<file path="src/rtl/axis_stream_arbiter.sv">
// Round-robin, packet-locked AXI-Stream arbiter: NUM_SRC byte sources share one
// registered output beat stage; a grant is held until last or the MAX_BEATS limit.
module axis_stream_arbiter #(
  parameter int WIDTH     = 8,
  parameter int NUM_SRC   = 4,
  parameter int MAX_BEATS = 16
) (
  input  logic                     clk,
  input  logic                     rst,
  input  logic [NUM_SRC*WIDTH-1:0] s_axis_data,
  input  logic [NUM_SRC-1:0]       s_axis_valid,
  input  logic [NUM_SRC-1:0]       s_axis_last,
  output logic [NUM_SRC-1:0]       s_axis_ready,
  output logic [WIDTH-1:0]         m_axis_data,
  output logic                     m_axis_valid,
  output logic                     m_axis_last,
  input  logic                     m_axis_ready,
  output logic [NUM_SRC-1:0]       grant,
  output logic                     busy,
  output logic                     trunc
);

  localparam int PW = (NUM_SRC > 1) ? $clog2(NUM_SRC) : 1;
  localparam int CW = $clog2(MAX_BEATS + 1);

  typedef enum logic {IDLE, XFER} state_t;

  state_t                  state_q, state_d;
  logic [PW-1:0]           grant_idx_q, grant_idx_d;
  logic [PW-1:0]           rr_ptr_q, rr_ptr_d;
  logic [CW-1:0]           beat_cnt_q, beat_cnt_d;
  logic [NUM_SRC-1:0]      grant_q, grant_d;
  logic [WIDTH-1:0]        m_data_q, m_data_d;
  logic                    m_valid_q, m_valid_d;
  logic                    m_last_q, m_last_d;
  logic                    trunc_q, trunc_d;

  logic [NUM_SRC-1:0][WIDTH-1:0] src_data;
  logic                          out_free;
  logic                          accept;
  logic                          at_limit;
  logic                          found;
  logic [PW-1:0]                 winner;

  assign src_data = s_axis_data;
  assign out_free = !m_valid_q || m_axis_ready;
  assign at_limit = (beat_cnt_q == CW'(MAX_BEATS - 1));

  always_comb begin
    state_d      = state_q;
    grant_idx_d  = grant_idx_q;
    rr_ptr_d     = rr_ptr_q;
    beat_cnt_d   = beat_cnt_q;
    grant_d      = grant_q;
    m_data_d     = m_data_q;
    m_valid_d    = m_valid_q;
    m_last_d     = m_last_q;
    trunc_d      = 1'b0;
    s_axis_ready = '0;
    accept       = 1'b0;
    found        = 1'b0;
    winner       = '0;

    unique case (state_q)
      IDLE: begin
        // Scan from rr_ptr upward so the last-served source ends up lowest priority.
        for (int k = 0; k < NUM_SRC; k++) begin
          int idx;
          idx = (int'(rr_ptr_q) + k) % NUM_SRC;
          if (!found && s_axis_valid[idx]) begin
            found  = 1'b1;
            winner = PW'(idx);
          end
        end
        if (found) begin
          grant_idx_d = winner;
          grant_d     = NUM_SRC'(1) << winner;
          beat_cnt_d  = '0;
          state_d     = XFER;
        end
      end
      XFER: begin
        s_axis_ready[grant_idx_q] = out_free;
        accept = s_axis_valid[grant_idx_q] && out_free;
      end
      default: state_d = IDLE;
    endcase

    if (accept) begin
      m_data_d   = src_data[grant_idx_q];
      m_valid_d  = 1'b1;
      m_last_d   = s_axis_last[grant_idx_q] || at_limit;
      beat_cnt_d = beat_cnt_q + 1'b1;
      if (m_last_d) begin
        state_d  = IDLE;
        grant_d  = '0;
        rr_ptr_d = (int'(grant_idx_q) == NUM_SRC - 1) ? '0 : grant_idx_q + 1'b1;
        trunc_d  = !s_axis_last[grant_idx_q];
      end
    end else if (m_valid_q && m_axis_ready) begin
      m_valid_d = 1'b0;
      m_last_d  = 1'b0;
    end
  end

  always_ff @(posedge clk or posedge rst) begin
    if (rst) begin
      state_q     <= IDLE;
      grant_idx_q <= '0;
      rr_ptr_q    <= '0;
      beat_cnt_q  <= '0;
      grant_q     <= '0;
      m_data_q    <= '0;
      m_valid_q   <= 1'b0;
      m_last_q    <= 1'b0;
      trunc_q     <= 1'b0;
    end else begin
      state_q     <= state_d;
      grant_idx_q <= grant_idx_d;
      rr_ptr_q    <= rr_ptr_d;
      beat_cnt_q  <= beat_cnt_d;
      grant_q     <= grant_d;
      m_data_q    <= m_data_d;
      m_valid_q   <= m_valid_d;
      m_last_q    <= m_last_d;
      trunc_q     <= trunc_d;
    end
  end

  assign m_axis_data  = m_data_q;
  assign m_axis_valid = m_valid_q;
  assign m_axis_last  = m_last_q;
  assign grant        = grant_q;
  assign busy         = (state_q == XFER);
  assign trunc        = trunc_q;

endmodule

</file>
<file path="config.mk">
export PLATFORM = sky130hd
export DESIGN_NAME = axis_stream_arbiter
export DESIGN_NICKNAME = d
export VERILOG_FILES = /design/src/rtl/axis_stream_arbiter.sv
export SDC_FILE = /design/constraint.sdc
export NUM_CORES = 1
export LEC_CHECK = 0
export CORE_UTILIZATION = 40
export CTS_CLUSTER_DIAMETER = 100
export DETAILED_ROUTE_END_ITERATION = 12
export GPL_TIMING_DRIVEN = 0
export MAX_ROUTING_LAYER = met4
export PLACE_DENSITY = 0.83
export SYNTH_ARGS = -nofsm -noshare
export SYNTH_HDL_FRONTEND = slang
export SYNTH_SLANG_ARGS = --single-unit
</file>
<file path="constraint.sdc">
create_clock -name clk -period 2.8 [get_ports clk]
set_input_delay 0.56 -clock clk [delete_from_list [all_inputs] [get_ports clk]]
set_output_delay 0.56 -clock clk [all_outputs]
set_load 0.02 [all_outputs]
</file>
==> impl_metrics.toml, run 1 <==
[grt]
grt_max_degree = 26
grt_pass1_vias = 1295
antenna_found_initial = 0
grt_first_pass_wirelength_um = 5660
grt_use_total_pct = 21.1
grt_overflow = 0

[place]
placed_area_um2 = 2120
port_buffers = 62
dp_hpwl_um = 2900
routabilityCongestion = 0.819

[route]
via_count = 1269
drcViolationCount = 0
drt-pass1-iter-count = 5
totalWireLength_um = 3580
antenna_left = 0
vias_per_cell = 5.42
post_drt_wl_per_cell_um = 15.3
drt_iter0_markers = 41

[setup_path]
cp.required_ns = 2.24
cp-start-kind = "primary input"
crit_chain = "clkdlybuf4s50_1, nand2b_1, and3_1, clkdlybuf4s50_1"
arrival_ns = 2.10
path_class = "primary input to output port"
crit_family = "buffers and inverters"
regToRegSetupSlack_ns = 0.99
critPathMaxStageDelay_ns = 0.61
critical_path_buf_inv_count = 2
crit_fanout = 7
end_kind = "output port"
cpMostUsedCell = "clkdlybuf4s50_1"
crit_slowest_cell = "clkdlybuf4s50_1"

[status]
outcome = "completed"

[timing]
tightest_slew_ns = 0.969
setup_violations = 0
max_freq_mhz = 376
fin_crit_ns = 2.66
max_slew_margin_pct = 35.4
tns_ns = 0
hold_viol = 0
skew_ns = 0.00183
drv_slew = 0
layout_worst_path_cycle_share_pct = 95.0
rsz0062_at_grt = "false"

[finish]
final_nets = 238
final_common_cell = "clkdlybuf4s50_1"
diodes = 0
multi_input_area_um2 = 761
final_cell_mix = "clkdlybuf4s50_1, dfrtp_1, mux4_2"
regArea_um2 = 627
area_delta_synth_final_pct = 49.2
nFillCells = 278
drive_above_1_share_pct = 11.7
design_area_um2 = 2150

[cts]
clock_latency_ns = 0.32
clockBufferDepth = 2
numCtsBuffers = 3
cts_tree = "done"
cts_root_buffer = "clkbuf_4"
path_clk_slew_ns = 0.13
clock_sinks = 25
h-tree-depth = 1

[floorplanning]
row_count = 21
die_y_um = 62.1
initial_core_util_pct = 42.6
die_x_um = 62.1
core_um2 = 3390
io_pins = 63
dieArea_um2 = 3850

[yosys]
synth_area_um2 = 1440
async_flop_share_pct = 100
mappedNetlistNets = 171
ys_ff_latch = 25
synth.distinct_cells = 33
synthCells = 122
synth_compound_area_share_pct = 11.3
synth_top_family_by_area = "multiplexers"
yosys_warnings = 0
synth-edff-count = 0
seq_area_frac_synth_pct = 43.4
synth-xor-area-share_pct = 0.607
postSynthAreaPerCell_um2 = 11.8
yosys.area_share.simple_pct = 12.1
synth_adder_area_share_pct = 5.20
synth_flop_cell = "dfrtp_1"
synth.mux.area_fraction_pct = 23.6

[pwr]
p_per_area_nw_per_um2 = 942
max-vdd-ir-drop_mv = 0.521
total_power_mw = 2.03
leakagePower_nw = 0.920

[hold_path]
min_path_type = "flop to flop"

[job]
cap_violations = 0
-- path summary, 6_finish.rpt --
kind	start	end	cells past startpoint
max in group asynchronous	rst	grant_idx_q[0]$_DFFE_PP0P_	2
worst min-delay path	m_axis_data[4]$_DFFE_PP0P_	m_axis_data[4]$_DFFE_PP0P_	1
min in group asynchronous	rst	m_axis_data[1]$_DFFE_PP0P_	2
worst min register to register	m_axis_data[4]$_DFFE_PP0P_	m_axis_data[4]$_DFFE_PP0P_	1
worst max register to register	grant_idx_q[1]$_DFFE_PP0P_	rr_ptr_q[1]$_DFFE_PP0P_	4
worst max-delay path	m_axis_ready	s_axis_ready[3]	4
-- metrics by stage --
step	worst slack [ns]	hold WS [ns]	cells	utilization (%)
CTS	0.0729	0.511	234	63.5
finish	0.140	0.507	234	63.5
detailed placement	0.146	0.480	230	62.6
global placement	0.152	0.476	230	62.6
floorplan	0.995	0.463	122	-
global route	0.0699	0.534	234	63.5
-- metal layers --
layer  up-vias  wire length, µm  track usage, %  part of all wire (%)
met3        15              148            3.93                   4.1
met5         -                0               -                     0
met4         0               82            7.30                   2.3
li1        582                -               -                     -
met2        45             2000            40.4                    56
met1       627             1350            21.1                    38
-- power by group --
part	total (mW)	switching, mW	leakage [nW]	internal (mW)
Sequential	0.645	0.120	0.307	0.525
Clock	0.163	0.107	0.0150	0.0558
Combinational	1.22	0.589	0.598	0.630
-- registers in the layout, indices dropped and copies added (netlist names) --
| signal | cells |
|---|---|
| m_axis_data | 8 |
| grant_idx_q | 2 |
| m_axis_valid | 1 |
| busy | 1 |
| grant | 4 |
| trunc | 1 |
| m_axis_last | 1 |
| rr_ptr_q | 2 |
| beat_cnt_q | 5 |
-- kinds of logic (layout without fill, tap and decap cells) --
kind of cell    count (synthesis)  after routing
xor+xnor                        1              1
flops                          25             25
mux                            20             20
fa+ha+maj                       6              6
simple gates                   33             33
buf+inv                        13             79
compound gates                 24             24
-- cell usage after synthesis, types with 2 or more instances --
cell	count	area (µm²)
o21ai_1	7	35.0
nor2_1	5	18.8
dfrtp_1	25	626
mux4_2	10	225
and3_1	5	31.3
ha_1	6	75.1
a21oi_1	5	25.0
clkbuf_1	2	7.51
nor2b_1	2	12.5
o211a_1	2	20.0
inv_1	7	26.3
nand2b_1	3	18.8
buf_2	3	15.0
mux2_1	8	90.1
nand2_1	7	26.3
o21ai_0	3	15.0
nand3_1	6	30.0
-- area by class of cell --
cell class	count	area share, %
flip-flops and latches	25	29.1
repair buffers	62	28.8
clock buffers	4	1.22
plain buffers	6	1.57
multi-input cells	84	35.3
inverters	7	1.22
well taps	46	2.67
-- timing repair --
item / CTS / global route
setup endpoints to repair: 3 / 2
resized for setup: 2 / 1
hold buffers: 0 / 0
buffers inserted: 0 / 0
(Power assumes the default switching activity.)
==> run 2, diff against run 1 <==
--- a/config.mk
+++ b/config.mk
@@ -5,12 +5,13 @@
 export SDC_FILE = /design/constraint.sdc
 export NUM_CORES = 1
 export LEC_CHECK = 0
-export CORE_UTILIZATION = 40
+export CELL_PAD_IN_SITES_DETAIL_PLACEMENT = 0
+export CELL_PAD_IN_SITES_GLOBAL_PLACEMENT = 1
+export CORE_UTILIZATION = 32
 export CTS_CLUSTER_DIAMETER = 100
 export DETAILED_ROUTE_END_ITERATION = 12
-export GPL_TIMING_DRIVEN = 0
 export MAX_ROUTING_LAYER = met4
-export PLACE_DENSITY = 0.83
+export PLACE_DENSITY = 0.86
 export SYNTH_ARGS = -nofsm -noshare
 export SYNTH_HDL_FRONTEND = slang
 export SYNTH_SLANG_ARGS = --single-unit
==> constraint.sdc (replaced) <==
create_clock -name clk -period 2.6 [get_ports clk]
set_input_delay 0.52 -clock clk [delete_from_list [all_inputs] [get_ports clk]]
set_output_delay 0.52 -clock clk [all_outputs]
set_load 0.02 [all_outputs]
==> run 2 against run 1 <==
- count of clock-buffer cells in the layout is 1 lower
- wire length grew 2.1%
- final area grew 1.7%
- global-route usage shrank 4.6 points
- die area increased by 24%
- combinational power up 7%
- sequential share of layout area decreased by 0.56 points
- clock power grew 40%
- non-clock buffer count unchanged
- sequential power increased by 11%
- register-to-register slack got worse by 0.44 ns
- first-iteration DRC count shrank 4.9%
- critical endpoint is now s_axis_ready[2]
==> impl_metrics.toml, run 2 (synthesis gave the netlist of run 1 again) <==
[route]
post_drt_wl_per_cell_um = 15.2
vias_per_cell = 5.15
drcViolationCount = 0
via_count = 1235
antenna_left = 0
drt-pass1-iter-count = 4
totalWireLength_um = 3650
drt_iter0_markers = 39

[finish]
diodes = 0
final_nets = 238
final_cell_mix = "clkdlybuf4s50_1, dfrtp_1, mux4_2"
area_delta_synth_final_pct = 51.8
final_common_cell = "clkdlybuf4s50_1"
largest_register_ffs = 8
drive_above_1_share_pct = 12.2

[cts]
path_clk_slew_ns = 0.08
post_cts_resized = 0
clockBufferDepth = 2
h-tree-depth = 1
cts_tree = "done"
numCtsBuffers = 3
post-cts-setup-buffer-count = 0
clock_latency_ns = 0.27
cts_root_buffer = "clkbuf_8"
clock_sinks = 25
cts.hold.buffers_added = 0

[pwr]
max-vdd-ir-drop_mv = 0.529
leakagePower_nw = 0.939
total_power_mw = 2.25
p_per_area_nw_per_um2 = 1030

[setup_path]
startpoint = "m_axis_ready"
regToRegSetupSlack_ns = 0.55
regToRegStartpoint = "grant_idx_q[0]$_DFFE_PP0P_"
cpMostUsedCell = "clkdlybuf4s50_1"
cp-start-kind = "primary input"
critPathMaxStageDelay_ns = 0.60
crit_fanout = 5
crit_slowest_cell = "clkdlybuf4s50_1"
crit_end = "s_axis_ready[2]"
reg2reg_to = "rr_ptr_q[1]$_DFFE_PP0P_"
end_kind = "output port"
reg2regPathDepth = 4
path_class = "primary input to output port"
cp.required_ns = 2.08
crit_chain = "clkdlybuf4s50_1, nand2b_1, and3_1, clkdlybuf4s50_1"
arrival_ns = 2.00

[grt]
grt_use_total_pct = 16.5
antenna_found_initial = 0
grt_overflow = 0
grt_first_pass_wirelength_um = 6200
grt_pass1_vias = 1351
grt_max_degree = 26

[floorplanning]
dieArea_um2 = 4780
die_y_um = 69.1
core_um2 = 4350
io_pins = 63
row_count = 24
initial_core_util_pct = 33.1
die_x_um = 69.1

[job]
cap_violations = 0

[timing]
fin_crit_ns = 2.52
max_freq_mhz = 397
max_slew_margin_pct = 66.4
layout_worst_path_cycle_share_pct = 97.0
skew_ns = 0.00212
setup_violations = 0
tightest_slew_ns = 0.499
drv_slew = 0
rsz0062_at_grt = "false"
tns_ns = 0
hold_viol = 0

[place]
port_buffers = 62
routabilityCongestion = 0.877
dp_hpwl_um = 2860

[status]
outcome = "completed"

[hold_path]
min_path_type = "flop to flop"
run 2: routing by layer:
metal	track usage, %	vias up	wire (µm)
li1	-	581	-
met1	18.0	612	1460
met2	29.9	39	2000
met3	4.53	3	170
met4	3.40	0	13
met5	-	-	0
run 2: cell type report:
class	instances	area (µm²)
multi-input combinational	84	761
clock inverter	1	5.00
timing repair buffer	68	666
inverter	7	26.3
clock buffer	3	41.3
sequential	25	626
fill	389	2160
tap	52	65.1
run 2: how the worst min path moves through the flow:
stage / startpoint / to / slack, ns / cells past startpoint
final: beat_cnt_q[2]$_DFFE_PP0P_ / beat_cnt_q[2]$_DFFE_PP0P_ / 0.49 / 1
after global routing: m_axis_data[6]$_DFFE_PP0P_ / m_axis_data[6]$_DFFE_PP0P_ / 0.53 / 1
after CTS: beat_cnt_q[2]$_DFFE_PP0P_ / beat_cnt_q[2]$_DFFE_PP0P_ / 0.50 / 1
after detailed placement: m_axis_data[2]$_DFFE_PP0P_ / m_axis_data[2]$_DFFE_PP0P_ / 0.49 / 1
after global placement: m_axis_data[1]$_DFFE_PP0P_ / m_axis_data[1]$_DFFE_PP0P_ / 0.47 / 1
after floorplan: rr_ptr_q[0]$_DFFE_PP0P_ / rr_ptr_q[0]$_DFFE_PP0P_ / 0.46 / 2
run 2: metrics by stage:
step / instance area (µm²) / util, % / hold slack (ns) / instances / setup WS [ns]
3_5_place_dp: 2140 / 49.2 / 0.485 / 236 / 0.0924
6_report: 2190 / 50.3 / 0.495 / 240 / 0.0791
4_1_cts: 2190 / 50.3 / 0.499 / 240 / 0.0789
2_1_floorplan: 1440 / - / 0.463 / 122 / 0.835
5_1_grt: 2190 / 50.3 / 0.530 / 240 / 0.0337
3_3_place_gp: 2140 / 49.2 / 0.475 / 236 / 0.107
run 2: power by group:
part / leakage, nW / total [mW] / internal, mW / switching (mW)
clock network: 0.0255 / 0.228 / 0.107 / 0.121
registers: 0.308 / 0.713 / 0.565 / 0.148
logic: 0.605 / 1.31 / 0.689 / 0.623
total: 0.939 / 2.25 / 1.36 / 0.893
run 2: worst max-delay path: cells and delay by family:
family                 cells  cell delay, ns
buffers and inverters      2            1.07
AND/OR/NAND/NOR            2            0.41
